File: config.mk
export PLATFORM = sky130hd
export DESIGN_NAME = thread_issue_arbiter
export DESIGN_NICKNAME = d
export VERILOG_FILES = /design/src/rtl/thread_issue_arbiter.sv
export SDC_FILE = /design/constraint.sdc
export NUM_CORES = 1
export LEC_CHECK = 0
export CELL_PAD_IN_SITES_DETAIL_PLACEMENT = 1
export CELL_PAD_IN_SITES_GLOBAL_PLACEMENT = 1
export CORE_AREA = 5 5 208 210
export CTS_CLUSTER_SIZE = 12
export DETAILED_ROUTE_END_ITERATION = 7
export DIE_AREA = 0 0 213 215
export PLACE_DENSITY_LB_ADDON = 0.2
export SLEW_MARGIN = 0
export SYNTH_ARGS = -nofsm -noshare
export SYNTH_HDL_FRONTEND = slang
export SYNTH_SLANG_ARGS = --single-unit
File: constraint.sdc
create_clock -name clk -period 2.4 [get_ports clk]
set_input_delay 0.24 -clock clk [delete_from_list [all_inputs] [get_ports clk]]
set_output_delay 0.24 -clock clk [all_outputs]
set_load 0.005 [all_outputs]
File: src/rtl/thread_issue_arbiter.sv
// rtl/thread_issue_arbiter.sv - round-robin issue of requester instructions onto a shared pool of thread lanes
// Each lane walks IDLE -> EXEC -> HOLD -> IDLE; held results drain round-robin to writeback.
module thread_issue_arbiter #(
  parameter int W        = 32,
  parameter int NUM_REQ  = 4,
  parameter int NUM_LANE = 4,
  parameter int RID_W    = $clog2(NUM_REQ),
  parameter int LID_W    = $clog2(NUM_LANE)
) (
  input  logic                    clk,
  input  logic                    rst_n,
  input  logic [NUM_REQ-1:0]      req_valid,
  output logic [NUM_REQ-1:0]      req_ready,
  input  logic [NUM_REQ*6-1:0]    req_opcode,
  input  logic [NUM_REQ-1:0]      req_is_fp,
  input  logic [NUM_REQ*W-1:0]    req_op1,
  input  logic [NUM_REQ*W-1:0]    req_op2,
  output logic [NUM_LANE-1:0]     lane_valid,
  output logic [5:0]              lane_opcode,
  output logic                    lane_is_fp,
  output logic [W-1:0]            lane_op1,
  output logic [W-1:0]            lane_op2,
  input  logic [NUM_LANE-1:0]     lane_ready,
  input  logic [NUM_LANE-1:0]     lane_done,
  input  logic [NUM_LANE*W-1:0]   lane_result,
  output logic                    rsp_valid,
  input  logic                    rsp_ready,
  output logic [W-1:0]            rsp_result,
  output logic [RID_W-1:0]        rsp_req_id,
  output logic [LID_W-1:0]        rsp_lane_id,
  output logic [LID_W:0]          busy_count,
  output logic                    err_spurious
);

  localparam int CW = LID_W + 1;

  typedef enum logic [1:0] {
    LANE_IDLE = 2'd0,
    LANE_EXEC = 2'd1,
    LANE_HOLD = 2'd2
  } lane_state_e;

  lane_state_e          lane_state_q [NUM_LANE];
  lane_state_e          lane_state_d [NUM_LANE];
  logic [RID_W-1:0]     lane_rid_q   [NUM_LANE];
  logic [RID_W-1:0]     lane_rid_d   [NUM_LANE];
  logic [W-1:0]         lane_res_q   [NUM_LANE];
  logic [W-1:0]         lane_res_d   [NUM_LANE];

  logic [RID_W-1:0]     gnt_ptr_q, gnt_ptr_d;
  logic [LID_W-1:0]     drn_ptr_q, drn_ptr_d;
  logic                 err_q, err_d;

  logic [NUM_LANE-1:0]  lane_valid_q, lane_valid_d;
  logic [5:0]           lane_opcode_q, lane_opcode_d;
  logic                 lane_is_fp_q, lane_is_fp_d;
  logic [W-1:0]         lane_op1_q, lane_op1_d;
  logic [W-1:0]         lane_op2_q, lane_op2_d;

  logic [NUM_LANE-1:0]  lane_free;
  logic [LID_W-1:0]     tgt_lane;
  logic                 req_any;
  logic [RID_W-1:0]     gnt_idx;
  logic [RID_W-1:0]     req_cand;
  logic                 issue_fire;

  logic                 hold_any;
  logic [LID_W-1:0]     drn_idx;
  logic [LID_W-1:0]     lane_cand;
  logic                 drain_fire;
  logic [CW-1:0]        busy_cnt;

  // Issue target: lowest-index lane that is IDLE and whose lane reports ready.
  always_comb begin
    lane_free = '0;
    tgt_lane  = '0;
    for (int l = 0; l < NUM_LANE; l++) begin
      lane_free[l] = (lane_state_q[l] == LANE_IDLE) && lane_ready[l];
    end
    for (int l = NUM_LANE - 1; l >= 0; l--) begin
      if (lane_free[l]) tgt_lane = LID_W'(l);
    end
  end

  always_comb begin
    req_any  = 1'b0;
    gnt_idx  = '0;
    req_cand = '0;
    for (int k = 0; k < NUM_REQ; k++) begin
      req_cand = gnt_ptr_q + RID_W'(k);
      if (!req_any && req_valid[req_cand]) begin
        req_any = 1'b1;
        gnt_idx = req_cand;
      end
    end
  end

  // rst_n gates the grant so no requester is told it was accepted while reset is held.
  assign issue_fire = rst_n && req_any && (|lane_free);

  always_comb begin
    req_ready = '0;
    if (issue_fire) req_ready = NUM_REQ'(1) << gnt_idx;
  end

  always_comb begin
    hold_any  = 1'b0;
    drn_idx   = '0;
    lane_cand = '0;
    for (int k = 0; k < NUM_LANE; k++) begin
      lane_cand = drn_ptr_q + LID_W'(k);
      if (!hold_any && (lane_state_q[lane_cand] == LANE_HOLD)) begin
        hold_any = 1'b1;
        drn_idx  = lane_cand;
      end
    end
  end

  assign drain_fire  = hold_any && rsp_ready;
  assign rsp_valid   = hold_any;
  assign rsp_result  = hold_any ? lane_res_q[drn_idx] : '0;
  assign rsp_req_id  = hold_any ? lane_rid_q[drn_idx] : '0;
  assign rsp_lane_id = hold_any ? drn_idx : '0;

  always_comb begin
    err_d = err_q;
    for (int l = 0; l < NUM_LANE; l++) begin
      lane_state_d[l] = lane_state_q[l];
      lane_rid_d[l]   = lane_rid_q[l];
      lane_res_d[l]   = lane_res_q[l];
      case (lane_state_q[l])
        LANE_IDLE: begin
          if (lane_done[l]) err_d = 1'b1;
          if (issue_fire && (tgt_lane == LID_W'(l))) begin
            lane_state_d[l] = LANE_EXEC;
            lane_rid_d[l]   = gnt_idx;
          end
        end
        LANE_EXEC: begin
          if (lane_done[l]) begin
            lane_state_d[l] = LANE_HOLD;
            lane_res_d[l]   = lane_result[l*W +: W];
          end
        end
        LANE_HOLD: begin
          if (lane_done[l]) err_d = 1'b1;
          if (drain_fire && (drn_idx == LID_W'(l))) lane_state_d[l] = LANE_IDLE;
        end
        default: lane_state_d[l] = LANE_IDLE;
      endcase
    end
  end

  always_comb begin
    gnt_ptr_d     = gnt_ptr_q;
    drn_ptr_d     = drn_ptr_q;
    lane_valid_d  = '0;
    lane_opcode_d = lane_opcode_q;
    lane_is_fp_d  = lane_is_fp_q;
    lane_op1_d    = lane_op1_q;
    lane_op2_d    = lane_op2_q;
    if (issue_fire) begin
      gnt_ptr_d     = gnt_idx + RID_W'(1);
      lane_valid_d  = NUM_LANE'(1) << tgt_lane;
      lane_opcode_d = req_opcode[gnt_idx*6 +: 6];
      lane_is_fp_d  = req_is_fp[gnt_idx];
      lane_op1_d    = req_op1[gnt_idx*W +: W];
      lane_op2_d    = req_op2[gnt_idx*W +: W];
    end
    if (drain_fire) drn_ptr_d = drn_idx + LID_W'(1);
  end

  always_comb begin
    busy_cnt = '0;
    for (int l = 0; l < NUM_LANE; l++) begin
      if (lane_state_q[l] != LANE_IDLE) busy_cnt = busy_cnt + CW'(1);
    end
  end

  always_ff @(posedge clk or negedge rst_n) begin
    if (!rst_n) begin
      for (int l = 0; l < NUM_LANE; l++) begin
        lane_state_q[l] <= LANE_IDLE;
        lane_rid_q[l]   <= '0;
        lane_res_q[l]   <= '0;
      end
      gnt_ptr_q     <= '0;
      drn_ptr_q     <= '0;
      err_q         <= 1'b0;
      lane_valid_q  <= '0;
      lane_opcode_q <= '0;
      lane_is_fp_q  <= 1'b0;
      lane_op1_q    <= '0;
      lane_op2_q    <= '0;
    end else begin
      for (int l = 0; l < NUM_LANE; l++) begin
        lane_state_q[l] <= lane_state_d[l];
        lane_rid_q[l]   <= lane_rid_d[l];
        lane_res_q[l]   <= lane_res_d[l];
      end
      gnt_ptr_q     <= gnt_ptr_d;
      drn_ptr_q     <= drn_ptr_d;
      err_q         <= err_d;
      lane_valid_q  <= lane_valid_d;
      lane_opcode_q <= lane_opcode_d;
      lane_is_fp_q  <= lane_is_fp_d;
      lane_op1_q    <= lane_op1_d;
      lane_op2_q    <= lane_op2_d;
    end
  end

  assign lane_valid   = lane_valid_q;
  assign lane_opcode  = lane_opcode_q;
  assign lane_is_fp   = lane_is_fp_q;
  assign lane_op1     = lane_op1_q;
  assign lane_op2     = lane_op2_q;
  assign busy_count   = busy_cnt;
  assign err_spurious = err_q;

endmodule

Word level (Yosys, flattened, before mapping):

Cells that the tools add are included.

* output and inout port bits: 120
* flip-flop bits (word level): 224
* word-level logic and storage cells: 217
* bits of input ports: 427

* bitwise operators: 5
* mux-type cells: 81
* multipliers: 1
* eq/ne operators: 30
* add/subtract/negate cells: 11
* magnitude comparators: 10
* reductions and logical operators: 54
* shift-type cells: 5

Operators with widths (count)
* 128-bit by 8-bit variable part select with 32-bit output: 2
* 32-bit 2-to-1 mux: 3
* 2-bit 2-to-1 mux: 36
* 32-bit binary-select mux with 2-bit select: 1
* 2-bit equality test, second input constant: 12
* 2-bit case mux with 3 select lines: 4
* 24-bit by 6-bit variable part select with 6-bit output: 1
* 1-bit 2-to-1 mux: 22
* 1-bit logical AND: 21
* 2-bit binary-select mux with 2-bit select: 5
* 2-bit inequality test, second input constant: 8
* 2-bit AND reduction: 8
* 3-bit greater-or-equal comparator, second input constant: 5
* 2-bit by 3-bit < comparator with 1-bit output, second input constant: 5
* 2-bit NOT with 3-bit output: 5
* 2-bit by 1-bit equality test with 1-bit output, second input constant: 6
* 2-bit zero test: 6
* 3-bit AND reduction: 4
* 1-bit binary-select mux with 2-bit select: 5
* 3-bit by 1-bit adder with 3-bit output, second input constant: 3
* 3-bit 2-to-1 mux: 3
* 2-bit by 1-bit adder with 2-bit output, second input constant: 4
* 2-bit adder, second input constant: 4
* 4-bit 2-to-1 mux: 2
* 7 further kinds: 22

Longest topological paths before layout:

* word-level depth: 20
* depth in mapped cells: 8
* depth with buffers taken out: 8

Worst setup path after synthesis:

Ideal clock, no wire load.

* path kind: register to output
* start point: reg lane_state_q[2] (netlist bit)
* end point: out rsp_req_id[1]
* arrival: 1737 ps
* path slack: 423 ps
* buffers on the path: 2
* cell stages (with the launch flop): 8
* data required time: 2160 ps
* cell sequence: dfrtp_1 nand2b_1 o221a_2 o21ai_1 clkbuf_1 buf_2 mux2i_1 o22ai_1

* word-level cells in the longest chain between the ends: 19
* elaborated cells between the ends (all ways): 35
* those cells by class: 4 x eq/ne; 24 x mux; 1 x bitwise; 6 x reduce/logical

Ends and longest elaborated chain
* from (decl): line 43 `lane_state_e lane_state_q [NUM_LANE];`
* from (signal, indexed assignment): line 197 `lane_state_q[l] <= lane_state_d[l];`
* 2-bit binary-select mux with 2-bit select: line 112 `if (!hold_any && (lane_state_q[lane_cand] == LANE_HOLD)) begin`
* 2-bit 2-to-1 mux (not written as such) (2 in a row): line 112
* 2-bit equality test: line 112
* 1-bit 2-to-1 mux: line 112
* 1-bit zero test: line 112
* 1-bit logical AND: line 112
* 1-bit 2-to-1 mux: line 112
* 1-bit zero test: line 112
* 1-bit logical AND: line 112
* 1-bit 2-to-1 mux: line 112
* 1-bit zero test: line 112
* 1-bit logical AND: line 112
* 2-bit 2-to-1 mux: line 112
* 2-bit NOT with 3-bit output (not written as such): line 122 `assign rsp_req_id = hold_any ? lane_rid_q[drn_idx] : '0;`
* 2-bit binary-select mux with 2-bit select: line 122
* 2-bit 2-to-1 mux (not written as such) (2 in a row): line 122
* 2-bit 2-to-1 mux *: line 122
* to (decl): line 29 `output logic [RID_W-1:0] rsp_req_id,`

Every way passes the cells marked *; elsewhere a longest branch is shown, timed or not. The select of a mux whose other input is x is not followed.

Worst setup path after layout:

* start point: reg lane_state_q[6] (netlist bit)
* end point: out rsp_result[31]

* word-level cells in the longest chain between the ends: 19
* elaborated cells between the ends (all ways): 35
* those cells by class: 4 x eq/ne; 24 x mux; 1 x bitwise; 6 x reduce/logical

Ends and longest elaborated chain
* 2-bit binary-select mux with 2-bit select: line 112
* 2-bit 2-to-1 mux (not written as such) (2 in a row): line 112
* 2-bit equality test: line 112
* 1-bit 2-to-1 mux: line 112
* 1-bit zero test: line 112
* 1-bit logical AND: line 112
* 1-bit 2-to-1 mux: line 112
* 1-bit zero test: line 112
* 1-bit logical AND: line 112
* 1-bit 2-to-1 mux: line 112
* 1-bit zero test: line 112
* 1-bit logical AND: line 112
* 2-bit 2-to-1 mux: line 112
* 2-bit NOT with 3-bit output (not written as such): line 121 `assign rsp_result = hold_any ? lane_res_q[drn_idx] : '0;`
* 32-bit binary-select mux with 2-bit select: line 121
* 32-bit 2-to-1 mux (not written as such) (2 in a row): line 121
* 32-bit 2-to-1 mux *: line 121
* to (decl): line 28 `output logic [W-1:0] rsp_result,`

Marked as above.

==> results <==
-- metrics by stage --
step	cell area, um^2	cells	util	TNS, ps	hold slack, ps
2_1_floorplan	11500	1162	-	0	-55.6
3_3_place_gp	18400	2255	0.444	-2470	470
3_5_place_dp	18400	2255	0.444	-6510	464
4_1_cts	19700	2338	0.476	-11710	226
5_1_grt	20200	2372	0.488	-13860	236
6_report	20200	2372	0.488	-9440	256
-- power groups by stage --
stage          sequential [mW]  combinational [mW]  clock (mW)
6_report                  6.85                13.7        4.38
4_1_cts                   6.75                12.8        4.51
3_5_place_dp              6.75                12.2           0
3_3_place_gp              6.70                11.9           0
2_1_floorplan             6.49                5.57           0
5_1_grt                   7.07                14.7        4.69
-- worst paths after layout --
kind | endpoint | cells past startpoint
worst max-delay path | rsp_result[31] | 10
worst min-delay path | lane_op2[15] | 3
worst max register to register | lane_state_q[3] | 14
worst min register to register | lane_rid_q[0] | 2
max in group asynchronous | gnt_ptr_q[1] | 4
min in group asynchronous | lane_state_q[0] | 3
-- per-layer routing --
metal / vias up / part of all wire
met4: 10 / 0.028
met5: - / 0.0012
met2: 360 / 0.52
met3: 89 / 0.086
met1: 5770 / 0.37
li1: 5370 / -
-- worst max-delay path, stage by stage, from the launching register on --
cell	delay, ps
dfrtp_2	440
nand2b_4	160
o221a_4	220
o21ai_4	190
buf_6	150
buf_12	100
buf_8	120
buf_4	110
mux2i_1	220
o22ai_1	100
buf_2	140
-- Yosys cell counts, types with 3 or more instances --
master    count
nand2_1     295
mux2i_1      68
nor3_1        5
clkbuf_1     46
inv_1        16
nand2b_1      6
a311oi_1     73
o21ai_0      11
o22ai_1      34
buf_2        34
dfrtp_1     224
nor2b_1       3
and3_1       72
nor3b_1       5
a21oi_1      11
and2_1        4
nand3_1       3
mux2_2      136
ha_1          7
nor2_1       81
-- state kept, by name, indices dropped and copies added, names as in the netlist --
register      count
drn_ptr_q         2
err_spurious      1
gnt_ptr_q         2
lane_is_fp        1
lane_op1         32
lane_op2         32
lane_opcode       6
lane_res_q      128
lane_rid_q        8
lane_state_q      8
lane_valid        4
-- what timing repair did --
item                                   in CTS  in global routing
gates cloned                                2                  0
hold buffers                                1                  0
endpoints found under the hold margin     144                  0
gates resized for setup                   211                 91
setup endpoints to repair                  44                 53
buffers inserted                           31                 22
pin swaps                                  35                 36
-- cell families after synthesis --
family,count (synthesis)
xor+xnor,4
fa+ha+maj,7
compound gates,144
buf+inv,98
simple gates,481
mux,204
flops,224
-- cell type report --
cell class              count  area, um^2  area share
multi-input cells         840        5990       0.297
flip-flops and latches    224        5610       0.278
diodes                     16        40.0     0.00198
inverters                  17        71.3     0.00353
clock inverters            14         154     0.00763
well taps                 539         674      0.0334
repair buffers            686        6850       0.339
clock buffers              36         792      0.0392
==> results.md <==
- The first detailed-routing pass took 4 iterations.
- The largest net degree at the start of global routing is 147.
- The number of hold-slack violations in the final timing report is 0.
- The worst hold path begins at req_op2[47].
- After synthesis, the cell types taking the most area are dfrtp_1, mux2_2, nand2_1, mux2i_1, a311oi_1.
- The number of clock sinks seen by CTS is 224.
- The net count after synthesis is approximately 1.6k.
- The analysis attributes to cell leakage a power of 9.00 nW.
- The final critical-path share of the clock period is 1.14.
- The portion of synthesized area spent on multiplexers is 0.192.
- The final worst clock skew is 12.9 ps.
- In this run, the number of DRC markers left after iteration 0 of detailed routing was approximately 470.
- The synthesized netlist cell count is about 1.2k.
- The library cell with the largest summed area after synthesis is dfrtp_1.
- The full die area is ~46000 um^2.
- The combinational power share is 0.549.
- The number of vias per cell after detailed routing is 4.89.
- The count of input and output buffers is 546.
- The number of placed I/O pins is approximately 550.
- The count of nets left with antenna violations once routing finished came out at 0.
- The most common cell after layout, fill and taps aside is clkdlybuf4s50_1.
- The checks that failed: negative setup slack.
- The net load switching power is around 8.9 mW.
- The path class of the tightest hold or removal check is primary input to register.
- The horizontal extent of the die is 213 um.
- The number of fillers in the final layout is 4617.
- Of the total power, the share spent switching nets is 0.359.
- Of all nets on the critical path, the largest fanout is 5.
- In this run the number of H-tree levels came out at 1.
- For this run, global-route usage on met2 was measured as 0.405.
- The startpoint kind of the worst setup timing path is a register.
- The count of unresolved DRC violations after routing is 0.
- The synthesized design contains roughly 220 register bits.
- The clock network fraction of total power is 0.176.
- The clock root buffer master is clkbuf_16.
- The reg2reg setup slack is 80 ps.
- For this run, the total global-route usage over all layers was measured as 0.230.
- The overall power after layout is 24.9 mW.
- The main combinational cell family by area after synthesis is multiplexers.
- The initial utilization of the core area, before any placement, comes to 0.279.
- Of the synthesized area, sequential elements account for 0.486.
- The total number of yosys warnings is 0.
- The xor-xnor portion of the synthesized cell area is 0.00304.
- For this run, the leading register cell type out of synthesis is dfrtp_1.
- The total power density per cell area is 1230 nW/um^2.
- The worst pin sits at a relative slew slack of 0.422.
- The first global-routing pass estimated ~80000 um of wire.
- The synthesized netlist occupies a cell area of 11500 um^2.
- The count of standard-cell rows is 75.
- Setup repair after global routing could not meet its margin everywhere.
- The number of antenna violations at the first check in global routing is 21.
- Counting flops with a built-in enable in the synthesized netlist gives 0.
- The final count of pins violating max slew came to 0.
- The largest voltage drop on the vdd net is 649 uV.
- After legalization and detailed placement, the total HPWL measured approximately 40000 um.
- The flow ran to the end, but the final reports show violations.
- At the worst endpoint, the required time is 2160 ps.
- The library cells used most frequently in the layout, excluding fill and tap cells, are clkdlybuf4s50_1, nand2_1, dfrtp_1.
- Static timing analysis puts the maximum clock frequency at 364 MHz.
- The share of synthesized area in the top cell type comes to 0.486.
- The endpoint class of the critical path is an output port.
- The share of synthesized registers carrying an async set or reset is 1.00.
- A synthesized cell averages 9.92 um^2.
- The fraction of final layout cells with drive strength greater than 1 is 0.246.
- The critical path in this run is classified as register to output port.
- The met1 layer usage reported by global route is 0.256.
- At the end of routability-driven placement, the weighted congestion stood at 0.871.
- The total number of vias is roughly 12k.
- The routed design has 55300 um of wire.
- Summed over all layers, the global routing overflow is 0.
- Relative to the synthesized area, the layout overhead comes to 75.0%.
- The overall die height is 215 um.
- Timing analysis after detailed placement gives a worst setup slack of -149 ps.
- In this run the worst setup path begins at lane_state_q[6].
- The most utilized layer in the global route result is met2.
- The final period demand of the worst path is between 2000 and 3000 ps.
- The core region is 41400 um^2.
- The number of global-route vias before repair is 13.1k.
- Of the total synthesized cell area, the portion taken by AND, OR, NAND and NOR gates is 0.179.
- The internal power component is 16.0 mW.
- The sequential share of power is 0.275.
- TritonCTS created 28 clock buffers.
- At the end of the flow, the number of nets in the layout was around 2.2k.
- Setup violations remaining at the end of the flow were counted as 37.
- The clock tree from TritonCTS is built.
- Of the total synthesized cell area, the portion taken by full adders, half adders and majority gates is 0.00760.
- The netlist uses 41 different library cells.
- The post-detailed-route wirelength per cell is 23.3 um.
- Max-cap violations in this run came to 0.
- No sink is reached through more buffers than the 3 on the longest clock path.
- The arrival time reported for the critical path endpoint is 2510 ps.
- The start of the worst register-to-register path is lane_state_q[6].
- After layout, the worst setup slack is -346 ps.
- The actual slew at the worst max-slew pin is ~870 ps.
- After clock tree synthesis, the clock-pin slew on the worst setup and hold paths is approximately 60 ps.
- The compound-gate portion of the synthesized area is 0.0963.
- The source-to-sink clock delay at the later pin of the worst-skew pair is 550 ps.
- For met3 alone, demand over resource in global routing was 0.0801.
(Power assumes the default switching activity.)
